### src/rtl/shift_seq_ctrl_if.sv
// shift_seq_ctrl_if: command, response and shifter-drive signals for shift_seq_ctrl
// Ports (master = requester/consumer/shifter side, slave = controller side):
//   cmd_valid/cmd_ready/cmd_dir/cmd_data  load command handshake
//   shift_en/direction/data_in            drive to the external shifter
//   sr_data_out                           parallel contents of the shifter
//   rsp_valid/rsp_ready/rsp_data/rsp_match response handshake
//   busy                                   controller not idle
interface shift_seq_ctrl_if #(parameter int WIDTH = 8) ();
  logic             cmd_valid;
  logic             cmd_ready;
  logic             cmd_dir;
  logic [WIDTH-1:0] cmd_data;
  logic             shift_en;
  logic             direction;
  logic             data_in;
  logic [WIDTH-1:0] sr_data_out;
  logic             rsp_valid;
  logic             rsp_ready;
  logic [WIDTH-1:0] rsp_data;
  logic             rsp_match;
  logic             busy;
  modport master (
    output cmd_valid, cmd_dir, cmd_data, sr_data_out, rsp_ready,
    input  cmd_ready, shift_en, direction, data_in, rsp_valid, rsp_data, rsp_match, busy
  );
  modport slave (
    input  cmd_valid, cmd_dir, cmd_data, sr_data_out, rsp_ready,
    output cmd_ready, shift_en, direction, data_in, rsp_valid, rsp_data, rsp_match, busy
  );
endinterface

### src/rtl/shift_seq_ctrl.sv
// shift_seq_ctrl: serialises a command word into an external shifter and reports the captured contents
// Ports: clk (rising edge), reset (async, active-high), bus (shift_seq_ctrl_if.slave, WIDTH must match)
module shift_seq_ctrl #(
  parameter int WIDTH = 8
) (
  input logic             clk,
  input logic             reset,
  shift_seq_ctrl_if.slave bus
);
  localparam int CW = $clog2(WIDTH);
  localparam logic [1:0] IDLE   = 2'd0;
  localparam logic [1:0] SHIFT  = 2'd1;
  localparam logic [1:0] SETTLE = 2'd2;
  localparam logic [1:0] RESP   = 2'd3;
  localparam logic [CW-1:0] LAST = CW'(WIDTH - 1);
  logic [1:0]       state;
  logic [CW-1:0]    cnt;
  logic [WIDTH-1:0] data_q;
  logic             shift_en;
  logic             direction;
  logic             data_in;
  logic             rsp_valid;
  logic [WIDTH-1:0] rsp_data;
  logic             rsp_match;
  logic [CW-1:0]    nxt;
  logic [CW-1:0]    lidx;
  logic             first_bit;
  logic             next_bit;
  // Left shifts go MSB first, right shifts LSB first, so the shifter ends up holding the word as given.
  always_comb begin
    nxt       = cnt + 1'b1;
    lidx      = LAST - nxt;
    first_bit = bus.cmd_dir ? bus.cmd_data[0] : bus.cmd_data[WIDTH-1];
    next_bit  = direction ? data_q[nxt] : data_q[lidx];
  end
  always_ff @(posedge clk or posedge reset) begin
    if (reset) begin
      state     <= IDLE;
      cnt       <= '0;
      data_q    <= '0;
      shift_en  <= 1'b0;
      direction <= 1'b0;
      data_in   <= 1'b0;
      rsp_valid <= 1'b0;
      rsp_data  <= '0;
      rsp_match <= 1'b0;
    end else begin
      case (state)
        IDLE: if (bus.cmd_valid) begin
          data_q    <= bus.cmd_data;
          direction <= bus.cmd_dir;
          cnt       <= '0;
          shift_en  <= 1'b1;
          data_in   <= first_bit;
          state     <= SHIFT;
        end
        // cnt stops at LAST rather than wrapping; the final edge only drops shift_en.
        SHIFT: if (cnt == LAST) begin
          shift_en <= 1'b0;
          state    <= SETTLE;
        end else begin
          cnt     <= nxt;
          data_in <= next_bit;
        end
        // The shifter took its last bit on the previous edge, so its output is complete here.
        SETTLE: begin
          rsp_data  <= bus.sr_data_out;
          rsp_match <= (bus.sr_data_out == data_q);
          rsp_valid <= 1'b1;
          state     <= RESP;
        end
        RESP: if (bus.rsp_ready) begin
          rsp_valid <= 1'b0;
          state     <= IDLE;
        end
        default: state <= IDLE;
      endcase
    end
  end
  assign bus.cmd_ready = (state == IDLE);
  assign bus.busy      = (state != IDLE);
  assign bus.shift_en  = shift_en;
  assign bus.direction = direction;
  assign bus.data_in   = data_in;
  assign bus.rsp_valid = rsp_valid;
  assign bus.rsp_data  = rsp_data;
  assign bus.rsp_match = rsp_match;
endmodule

### src/flat_wrapper.sv
// flat-port wrapper written by rule: the top's interface ports become plain ports
module shift_seq_ctrl_flat 
#(
  parameter int WIDTH = 8
)
  (clk, reset, bus_cmd_valid, bus_cmd_dir, bus_cmd_data, bus_sr_data_out, bus_rsp_ready, bus_cmd_ready, bus_shift_en, bus_direction, bus_data_in, bus_rsp_valid, bus_rsp_data, bus_rsp_match, bus_busy);
  shift_seq_ctrl_if #(.WIDTH(WIDTH)) bus_i ();
  input logic clk;
  input logic reset;
  input wire logic [$bits(bus_i.cmd_valid)-1:0] bus_cmd_valid;
  input wire logic [$bits(bus_i.cmd_dir)-1:0] bus_cmd_dir;
  input wire logic [$bits(bus_i.cmd_data)-1:0] bus_cmd_data;
  input wire logic [$bits(bus_i.sr_data_out)-1:0] bus_sr_data_out;
  input wire logic [$bits(bus_i.rsp_ready)-1:0] bus_rsp_ready;
  output wire logic [$bits(bus_i.cmd_ready)-1:0] bus_cmd_ready;
  output wire logic [$bits(bus_i.shift_en)-1:0] bus_shift_en;
  output wire logic [$bits(bus_i.direction)-1:0] bus_direction;
  output wire logic [$bits(bus_i.data_in)-1:0] bus_data_in;
  output wire logic [$bits(bus_i.rsp_valid)-1:0] bus_rsp_valid;
  output wire logic [$bits(bus_i.rsp_data)-1:0] bus_rsp_data;
  output wire logic [$bits(bus_i.rsp_match)-1:0] bus_rsp_match;
  output wire logic [$bits(bus_i.busy)-1:0] bus_busy;
  assign bus_i.cmd_valid = bus_cmd_valid;
  assign bus_i.cmd_dir = bus_cmd_dir;
  assign bus_i.cmd_data = bus_cmd_data;
  assign bus_i.sr_data_out = bus_sr_data_out;
  assign bus_i.rsp_ready = bus_rsp_ready;
  assign bus_cmd_ready = bus_i.cmd_ready;
  assign bus_shift_en = bus_i.shift_en;
  assign bus_direction = bus_i.direction;
  assign bus_data_in = bus_i.data_in;
  assign bus_rsp_valid = bus_i.rsp_valid;
  assign bus_rsp_data = bus_i.rsp_data;
  assign bus_rsp_match = bus_i.rsp_match;
  assign bus_busy = bus_i.busy;
  shift_seq_ctrl #(.WIDTH(WIDTH)) u_core (.clk(clk), .reset(reset), .bus(bus_i));
endmodule
### config.mk
export PLATFORM = sky130hd
export DESIGN_NAME = shift_seq_ctrl_flat
export DESIGN_NICKNAME = d
export VERILOG_FILES = /design/src/rtl/shift_seq_ctrl_if.sv /design/src/rtl/shift_seq_ctrl.sv /design/src/flat_wrapper.sv
export SDC_FILE = /design/constraint.sdc
export NUM_CORES = 1
export LEC_CHECK = 0
export ABC_AREA = 1
export BUFFER_PORTS_ARGS = -buffer_cell sky130_fd_sc_hd__buf_4
export CORE_MARGIN = 2
export CORE_UTILIZATION = 30
export CTS_BUF_LIST = sky130_fd_sc_hd__clkbuf_16
export CTS_CLUSTER_DIAMETER = 150
export CTS_CLUSTER_SIZE = 8
export DETAILED_ROUTE_END_ITERATION = 8
export PLACE_DENSITY_LB_ADDON = 0.08
export SKIP_LAST_GASP = 1
export SLEW_MARGIN = 20
export SYNTH_ARGS = -nofsm -noshare
export SYNTH_HDL_FRONTEND = slang
export SYNTH_SLANG_ARGS = --single-unit
export TNS_END_PERCENT = 100
### constraint.sdc
create_clock -name clk -period 1.28 [get_ports clk]
set_input_delay 0.128 -clock clk [delete_from_list [all_inputs] [get_ports clk]]
set_output_delay 0.128 -clock clk [all_outputs]
set_load 0.02 [all_outputs]
==> results of run 1 <==
## where the power goes
group	total (mW)	leakage, nW	internal, mW	switching, mW
Combinational	3.30	0.678	1.55	1.75
Clock	0.910	0.0511	0.622	0.287
Sequential	1.46	0.300	1.21	0.253
Total	5.67	1.03	3.38	2.29
## cells by family (layout without fill, tap and decap cells)
| kind of cell | count (synthesis) | in the layout | share of synthesized area [%] |
|---|---|---|---|
| AOI/OAI and AO/OA | 29 | 29 | 11.5 |
| muxes | 4 | 4 | 3.21 |
| xor gates and xnor gates | 3 | 3 | 1.87 |
| adders and majority gates | 6 | 6 | 5.35 |
| DFF | 26 | 26 | 46.3 |
| buffers and inverters | 30 | 84 | 8.56 |
| and+or+nand+nor | 74 | 74 | 23.2 |
## cell type report
class | count | area, um^2
clock inverters | 1 | 30.0
flip-flops and latches | 26 | 652
multi-input cells | 116 | 706
repair buffers | 53 | 420
clock buffers | 3 | 75.1
repair inverters | 1 | 6.26
well taps | 52 | 65.1
fillers | 441 | 2380
inverters | 26 | 108
## layout by cell type, fill, tap and decap left out, types with 2 or more instances in the layout
master	n
ha_4	4
buf_4	49
xnor2_1	3
buf_6	2
mux2_2	4
or2_4	2
o21ai_0	5
dfrtp_1	25
nand3_1	16
inv_2	3
a21oi_2	2
o21ai_1	3
o22ai_1	2
inv_1	20
nand2_1	37
clkbuf_16	3
a21oi_1	14
inv_4	3
nor2_1	13
nand2_2	2
## stage by stage
step / std cells / hold WS (ns) / area [um^2] / setup TNS, ns
floorplan: 172 / 0.168 / 1430 / -0.192
global placement: 266 / 0.221 / 1830 / -0.623
detailed placement: 266 / 0.224 / 1830 / -1.19
CTS: 278 / 0.0728 / 2030 / -0.638
global route: 278 / 0.0978 / 2060 / -1.42
finish: 278 / 0.0747 / 2060 / -0.431
## layer usage
| metal | vias to the layer above | wire [um] | track usage (%) |
|---|---|---|---|
| met4 | 0 | 13 | 1.85 |
| li1 | 663 | - | - |
| met1 | 604 | 1550 | 18.7 |
| met3 | 2 | 212 | 3.61 |
| met2 | 40 | 1650 | 24.2 |
| met5 | - | 0 | 0 |
## repair_timing
| action | CTS | global route |
|---|---|---|
| setup buffers | 6 | 1 |
| hold buffers | 1 | 0 |
| pin swaps | 0 | 4 |
| cloned | 1 | 0 |
| gates resized for setup | 10 | 10 |
| endpoints found under the hold margin | 26 | 0 |
| endpoints found under the setup margin | 18 | 27 |
## how the worst max path moves through the flow
stage	startpoint	to	slack, ns	cells after the start
after floorplan	u_core.state[1]	u_core.state[0]	-0.09	8
after global placement	u_core.cnt[0]	u_core.state[0]	-0.1	7
after detailed placement	u_core.cnt[0]	u_core.state[0]	-0.14	7
after CTS	u_core.state[0]	u_core.state[0]	-0.11	8
after global routing	u_core.cnt[0]	u_core.bus.data_in	-0.14	8
final	u_core.state[1]	u_core.state[0]	-0.08	8
## sequential cells by signal (all words and copies together) (netlist names)
register and cells:
u_core.bus.data_in 1, u_core.bus.direction 1, u_core.bus.rsp_data 8, u_core.bus.rsp_match 1, u_core.bus.rsp_valid 1, u_core.bus.shift_en 1
u_core.cnt 3, u_core.data_q 8, u_core.state 2
==> impl_metrics.ini, run 1 <==
[yosys]
syn_avg_cell_area_um2 = 8.16
seq_area_frac_synth_pct = 46.3
synth-edff-count = 0
syn_area_mm2 = 0.00140
synthTopCellsByArea = dfrtp_1 46%, nand2_1 10%, inv_1 6.1%
syn_inst = 172
synth-seq-cells = 26
synth_top_area_cell = dfrtp_1
ys_types = 22
yosys.area.top_type_share_pct = 46.3
synthTopCellsByCount = 39 x nand2_1, 26 x dfrtp_1, 23 x inv_1
yosys_warnings = 0
synthMostInstantiatedCell = nand2_1
syn_nets = 199
ys.flop_type = dfrtp_1
synthArstFlopShare_pct = 100

[hold_path]
hold_depth = 2
holdPathEnd = u_core.bus.rsp_valid
worst_hold_startpoint = bus_rsp_ready
holdCritPathClass = input pin to flop

[cts]
cts-root-buf = clkbuf_16
path_clk_slew_ns = 0.07
clock_path_buffers = 2
h-tree-depth = 1
cts_made_buffers = 3
insertion_delay_ns = 0.26
cts_tree = built
cts_sinks = 26

[critical_path]
reg2reg_slack_ns = -0.08
r2r-start = u_core.state[1]
cp_num_buf_inv = 3
r2r_end = u_core.state[0]
critPathCaptureType = flop
reg2reg_depth = 8
crit_required_ns = 1.42
path_delay_family = flip-flops
startpoint_type = flop
crit_chain = inv_2 > ha_4 > inv_2 > or2_4 > o211ai_2 > inv_2 > o21ai_2 > o21ai_1
path_class = flop to flop
path_common_cell = inv_2
path_max_fanout = 4
arrival_ns = 1.50
slowest_stage = dfrtp_1
cp_slowest_stage_delay_ns = 0.40

[floorplan]
initial_core_util_pct = 31.6
num_rows = 24
die_w_um = 72.4
core-area_mm2 = 0.00444
fp.dieH_um = 72.4
io_pins = 36
die_area_mm2 = 0.00524

[placed_design]
numPortBuffers = 35
gp_congestion = 0.878
dp_hpwl_mm = 2.55
dp_slack_ns = -0.145

[timing]
hold_viol_final = 0
fin_crit_ns = 1.36
rsz0062_at_grt = true
relSlewSlack_pct = 76.3
max_freq_ghz = 0.737
setup_ws_ns = -0.0762
final-setup-viol-count = 12
skew_ns = 0.00204
slew_viol_final = 0
tightest_slew_ns = 0.355
period_share_pct = 106

[route]
wl_mm = 3.42
drt_pass1_iterations = 4
wl_per_cell_um = 12.3
drtIter0Drc = 66
vias_per_cell = 4.71
route.vias.total = 1309
postRouteAntennaNets = 0
route.detailed.drc = 0

[global_routing]
grt_pass1_vias = 1288
grtUsageTotal_pct = 14.2
grt.overflow.total = 0
grt_max_degree = 27
antenna_found_initial = 0
grt_pass1_wl_mm = 5.85

[power]
p_leak_nw = 1.03
power_density_mw_per_mm2 = 2750
power_mw = 5.67
peakVddDrop_mv = 1.04

[finish]
drive_above_1_share_pct = 37.2
area.growth.synth_to_final_pct = 46.9
nets = 254
n_antenna_cell = 0
finish.utilization_pct = 46.4

[status]
outcome = finished, violations left
violations = setup timing

[job]
timing.max_cap.violations = 0
Note: power is estimated with default switching activity, not from simulation.
==> inputs of run 2 (changes only) <==
==> constraint.sdc (replaced) <==
create_clock -name clk -period 1.28 [get_ports clk]
set_input_delay 0.064 -clock clk [delete_from_list [all_inputs] [get_ports clk]]
set_output_delay 0.064 -clock clk [all_outputs]
set_load 0.02 [all_outputs]
==> impl_metrics.ini, run 2 (same netlist as run 1, synthesis figures left out) <==
[timing]
setup_ws_ns = -0.0799
tightest_slew_ns = 0.355
period_share_pct = 106
rsz0062_at_grt = true
relSlewSlack_pct = 76.3
final-setup-viol-count = 11
tns_ns = -0.345
fin_crit_ns = 1.36
hold_viol_final = 0
max_freq_ghz = 0.735
skew_ns = 0.00203
slew_viol_final = 0
hold_slack_ns = 0.0105

[route]
postRouteAntennaNets = 0
drt_pass1_iterations = 4
drtIter0Drc = 64
route.detailed.drc = 0
vias_per_cell = 4.72
wl_per_cell_um = 12.3
wl_mm = 3.43
route.vias.total = 1311

[cts]
cts_made_buffers = 3
cts_sinks = 26
clock_path_buffers = 2
insertion_delay_ns = 0.26
h-tree-depth = 1
path_clk_slew_ns = 0.07
cts-root-buf = clkbuf_16
cts_tree = built

[finish]
area.sequential_um2 = 652
area.growth.synth_to_final_pct = 46.9
drive_above_1_share_pct = 37.2
reg.largest.list = u_core.bus.rsp_data (8), u_core.data_q (8), u_core.cnt (3)
final_cell_mix = 49 x buf_4, 37 x nand2_1, 25 x dfrtp_1
multiInputGateArea_um2 = 706
nets = 254
n_fill_cell = 443
n_antenna_cell = 0
design_area_mm2 = 0.00206
layout.cells.most_common = buf_4

[power]
intPower_mw = 3.38
p_sw_share_pct = 40.5
power_density_mw_per_mm2 = 2750
p_leak_nw = 1.03
netSwitchingPower_mw = 2.30
p_seq_share_pct = 25.7
peakVddDrop_mv = 1.04
power_frac_comb_pct = 58.2
p_clk_share_pct = 16.0

[critical_path]
cp_slowest_stage_delay_ns = 0.40
crit_end = u_core.state[0]
r2r-start = u_core.state[1]
slowest_stage = dfrtp_1
crit_required_ns = 1.42
crit_start = u_core.state[1]
path_delay_family = flip-flops
arrival_ns = 1.50
cp_num_buf_inv = 3
critPathCaptureType = flop
cp.depth = 8
path_max_fanout = 4
path_class = flop to flop
reg2reg_slack_ns = -0.08
path_common_cell = inv_2
reg2reg_depth = 8
crit_chain = inv_2 > ha_4 > inv_2 > or2_4 > o211ai_2 > inv_2 > o21ai_2 > o21ai_1
r2r_end = u_core.state[0]
startpoint_type = flop

[global_routing]
antenna_found_initial = 0
grt.overflow.total = 0
grt_pass1_vias = 1288
grt_max_degree = 27
grt_pass1_wl_mm = 5.85
grtUsageTotal_pct = 14.2

[floorplan]
core-area_mm2 = 0.00444
io_pins = 36
die_area_mm2 = 0.00524
num_rows = 24
initial_core_util_pct = 31.6
die_w_um = 72.4
fp.dieH_um = 72.4

[placed_design]
place_area_mm2 = 0.00183
numPortBuffers = 35
dp_hpwl_mm = 2.55
gp_congestion = 0.878

[status]
violations = setup timing
outcome = finished, violations left

[job]
timing.max_cap.violations = 0

[hold_path]
holdCritPathClass = input pin to flop
## run 2: cell counts in the layout (fill, tap and decap cells not counted)
No cell type changed its count.
## run 2: cell type report
class                           count  share of cell area, %
Clock buffer                        3                   3.64
Clock inverter                      1                   1.46
Inverter                           26                   5.22
Multi-Input combinational cell    116                   34.2
Sequential cell                    26                   31.6
Tap cell                           52                   3.16
Timing Repair Buffer               53                   20.4
Timing Repair inverter              1                  0.303
## run 2: worst min-delay path by stage
stage	from	to	slack [ns]	cells past startpoint
after detailed placement	reset	u_core.bus.rsp_valid	0.16	3
after global routing	bus_rsp_ready	u_core.bus.rsp_valid	0.03	2
after floorplan	reset	u_core.bus.data_in	0.10	1
after CTS	bus_rsp_ready	u_core.bus.rsp_valid	0.009	2
final	bus_rsp_ready	u_core.bus.rsp_valid	0.01	2
after global placement	reset	u_core.bus.rsp_valid	0.16	3
## run 2: power groups by stage
stage	Clock [mW]	Combinational, mW	Sequential, mW
6_report	0.910	3.30	1.46
5_1_grt	0.957	3.64	1.52
4_1_cts	0.926	3.22	1.45
3_5_place_dp	0	2.93	1.45
3_3_place_gp	0	2.87	1.43
2_1_floorplan	0	1.70	1.65
## run 2: what timing repair did
item                                    CTS  global route
gates cloned                              1             0
gates resized for setup                  10            10
buffers inserted                          6             2
endpoints found under the setup margin   18            27
endpoints found under the hold margin    26             0
hold buffers                              1             0
pin swaps                                 0             4
## run 2: routing by layer
metal | vias up | track usage, % | part of all wire, %
li1 | 663 | - | -
met1 | 606 | 18.7 | 45
met2 | 40 | 24.2 | 48
met3 | 2 | 3.61 | 6.2
met4 | 0 | 1.85 | 0.38
met5 | - | 0 | 0
## run 2: per-stage QoR
step | setup slack, ns | utilization (%) | power (mW) | cells
after floorplan | -0.0868 | - | 3.35 | 172
after global placement | -0.0957 | 41.1 | 4.30 | 266
after detailed placement | -0.145 | 41.1 | 4.38 | 266
after CTS | -0.115 | 45.7 | 5.60 | 278
after global routing | -0.137 | 46.4 | 6.12 | 278
final | -0.0799 | 46.4 | 5.67 | 278
==> inputs of run 3 (changes only) <==
Clock period 1.28 ns to 1.5 ns, I/O delays scaled along.
==> impl_metrics.ini, run 3 (same netlist as run 1, synthesis figures left out) <==
[status]
outcome = finished clean

[timing]
hold_viol_final = 0
setup_ws_ns = 0.0834
skew_ns = 0.00521
fin_crit_ns = 1.42
max_freq_ghz = 0.706
tns_ns = 0
final-setup-viol-count = 0
tightest_slew_ns = 0.358
relSlewSlack_pct = 76.1
rsz0062_at_grt = false
period_share_pct = 94.4
slew_viol_final = 0

[critical_path]
cp.depth = 7
crit_chain = ha_4 > ha_1 > or2_4 > o211ai_2 > inv_2 > o21ai_0 > o21ai_1
arrival_ns = 1.57
slowest_stage = dfrtp_1
cp_num_buf_inv = 1
reg2reg_depth = 7
r2r_end = u_core.state[0]
critPathCaptureType = flop
path_max_fanout = 4
startpoint_type = flop
crit_required_ns = 1.65
cp_slowest_stage_delay_ns = 0.41
reg2reg_slack_ns = 0.08
path_class = flop to flop
path_delay_family = flip-flops
r2r-start = u_core.cnt[0]

[route]
wl_mm = 3.20
drt_pass1_iterations = 4
postRouteAntennaNets = 0
drtIter0Drc = 56
route.met2.wl_mm = 1.43
route.vias.total = 1229
met3_length_um = 147
top_layer_used = met4
met1_length_mm = 1.59
vias_per_cell = 4.64
wl_per_cell_um = 12.1
route.detailed.drc = 0

[floorplan]
die_w_um = 72.4
initial_core_util_pct = 31.6
fp.dieH_um = 72.4
core-area_mm2 = 0.00444
io_pins = 36
num_rows = 24
die_area_mm2 = 0.00524

[placed_design]
dp.cells = 260
dp_slack_ns = 0.0370
numPortBuffers = 35
dp_hpwl_mm = 2.46
gp_congestion = 0.785

[finish]
area.sequential_um2 = 651
final_cell_mix = 39 x nand2_1, 39 x buf_4, 26 x dfrtp_1
layout.cells.non_filler = 265
reg.largest.list = u_core.bus.rsp_data (8), u_core.data_q (8), u_core.cnt (3)
multiInputGateArea_um2 = 666
drive_above_1_share_pct = 29.1
n_antenna_cell = 0
area.growth.synth_to_final_pct = 35.8
n_fill_cell = 457
nets = 241

[hold_path]
hold_depth = 2
holdPathEnd = u_core.bus.rsp_valid
holdCritPathClass = input pin to flop
worst_hold_startpoint = bus_rsp_ready

[cts]
h-tree-depth = 1
cts-root-buf = clkbuf_16
insertion_delay_ns = 0.26
clock_path_buffers = 2
cts_sinks = 26
postCtsSetupRepairBufs = 0
cts_made_buffers = 3
cts_tree = built
path_clk_slew_ns = 0.07

[global_routing]
grt_pass1_vias = 1245
grt_max_degree = 27
antenna_found_initial = 0
grt.overflow.total = 0
grtUsageTotal_pct = 13.3
grt_pass1_wl_mm = 5.60

[power]
power_density_mw_per_mm2 = 2290
p_leak_nw = 0.966
peakVddDrop_mv = 0.681

[job]
timing.max_cap.violations = 0
-- run 3: changes by cell type in the layout (fill, tap and decap cells not counted), moves of 2 or more --
| cell | change |
|---|---|
| buf_4 | -10 |
| inv_4 | -3 |
| buf_6 | -2 |
| ha_1 | +2 |
| ha_4 | -2 |
| inv_2 | +2 |
| nand2_1 | +2 |
| nand2_2 | -2 |
| o21ai_0 | +2 |
-- run 3: what timing repair did --
action / in CTS / in global routing
resized for setup: 0 / 6
hold endpoints to repair: 26 / 0
hold buffers: 1 / 0
endpoints found under the setup margin: 0 / 11
-- run 3: final cells by class --
type,count,share of cell area [%]
tap,52,3.41
sequential,26,34.1
multi-input combinational,116,34.9
clock inverter,1,1.57
clock buffer,3,3.94
timing repair buffer,41,16.9
inverter,26,5.12
-- run 3: worst max-delay path by stage --
| stage | from | endpoint | slack [ns] |
|---|---|---|---|
| after floorplan | u_core.state[0] | u_core.state[0] | 0.02 |
| after global routing | u_core.cnt[0] | u_core.state[0] | 0.005 |
| after detailed placement | u_core.state[1] | u_core.state[0] | 0.04 |
| after global placement | u_core.state[0] | u_core.bus.rsp_data[5] | 0.1 |
| after CTS | u_core.state[1] | u_core.state[0] | 0.02 |
| final | u_core.cnt[0] | u_core.state[0] | 0.08 |
-- run 3: worst reg2reg max path: stages (launching register included) --
cell and delay, ns:
dfrtp_1 0.41, ha_4 0.17, ha_1 0.19, or2_4 0.26, o211ai_2 0.07, inv_2 0.07
o21ai_0 0.07, o21ai_1 0.08
-- run 3: per-stage QoR --
step	utilization, %	power, mW	hold WS (ns)	cell area, um^2
2_1_floorplan	-	2.82	0.115	1420
3_3_place_gp	39.9	3.50	0.162	1770
3_5_place_dp	39.9	3.55	0.181	1770
4_1_cts	42.5	4.37	0.00594	1890
5_1_grt	42.9	4.78	0.0236	1910
6_report	42.9	4.37	0.0107	1910
-- run 3: metal layers --
metal	GRT usage (%)	vias up
met2	21.2	24
met5	0	-
li1	-	637
met4	2.47	0
met1	18.8	563
met3	3.06	5
-- run 3: where the power goes --
| part | leakage [nW] | total (mW) | switching [mW] | internal (mW) |
|---|---|---|---|---|
| Clock | 0.0511 | 0.782 | 0.251 | 0.531 |
| Combinational | 0.615 | 2.35 | 1.33 | 1.02 |
| Sequential | 0.301 | 1.23 | 0.206 | 1.03 |
| Total | 0.966 | 4.37 | 1.79 | 2.58 |
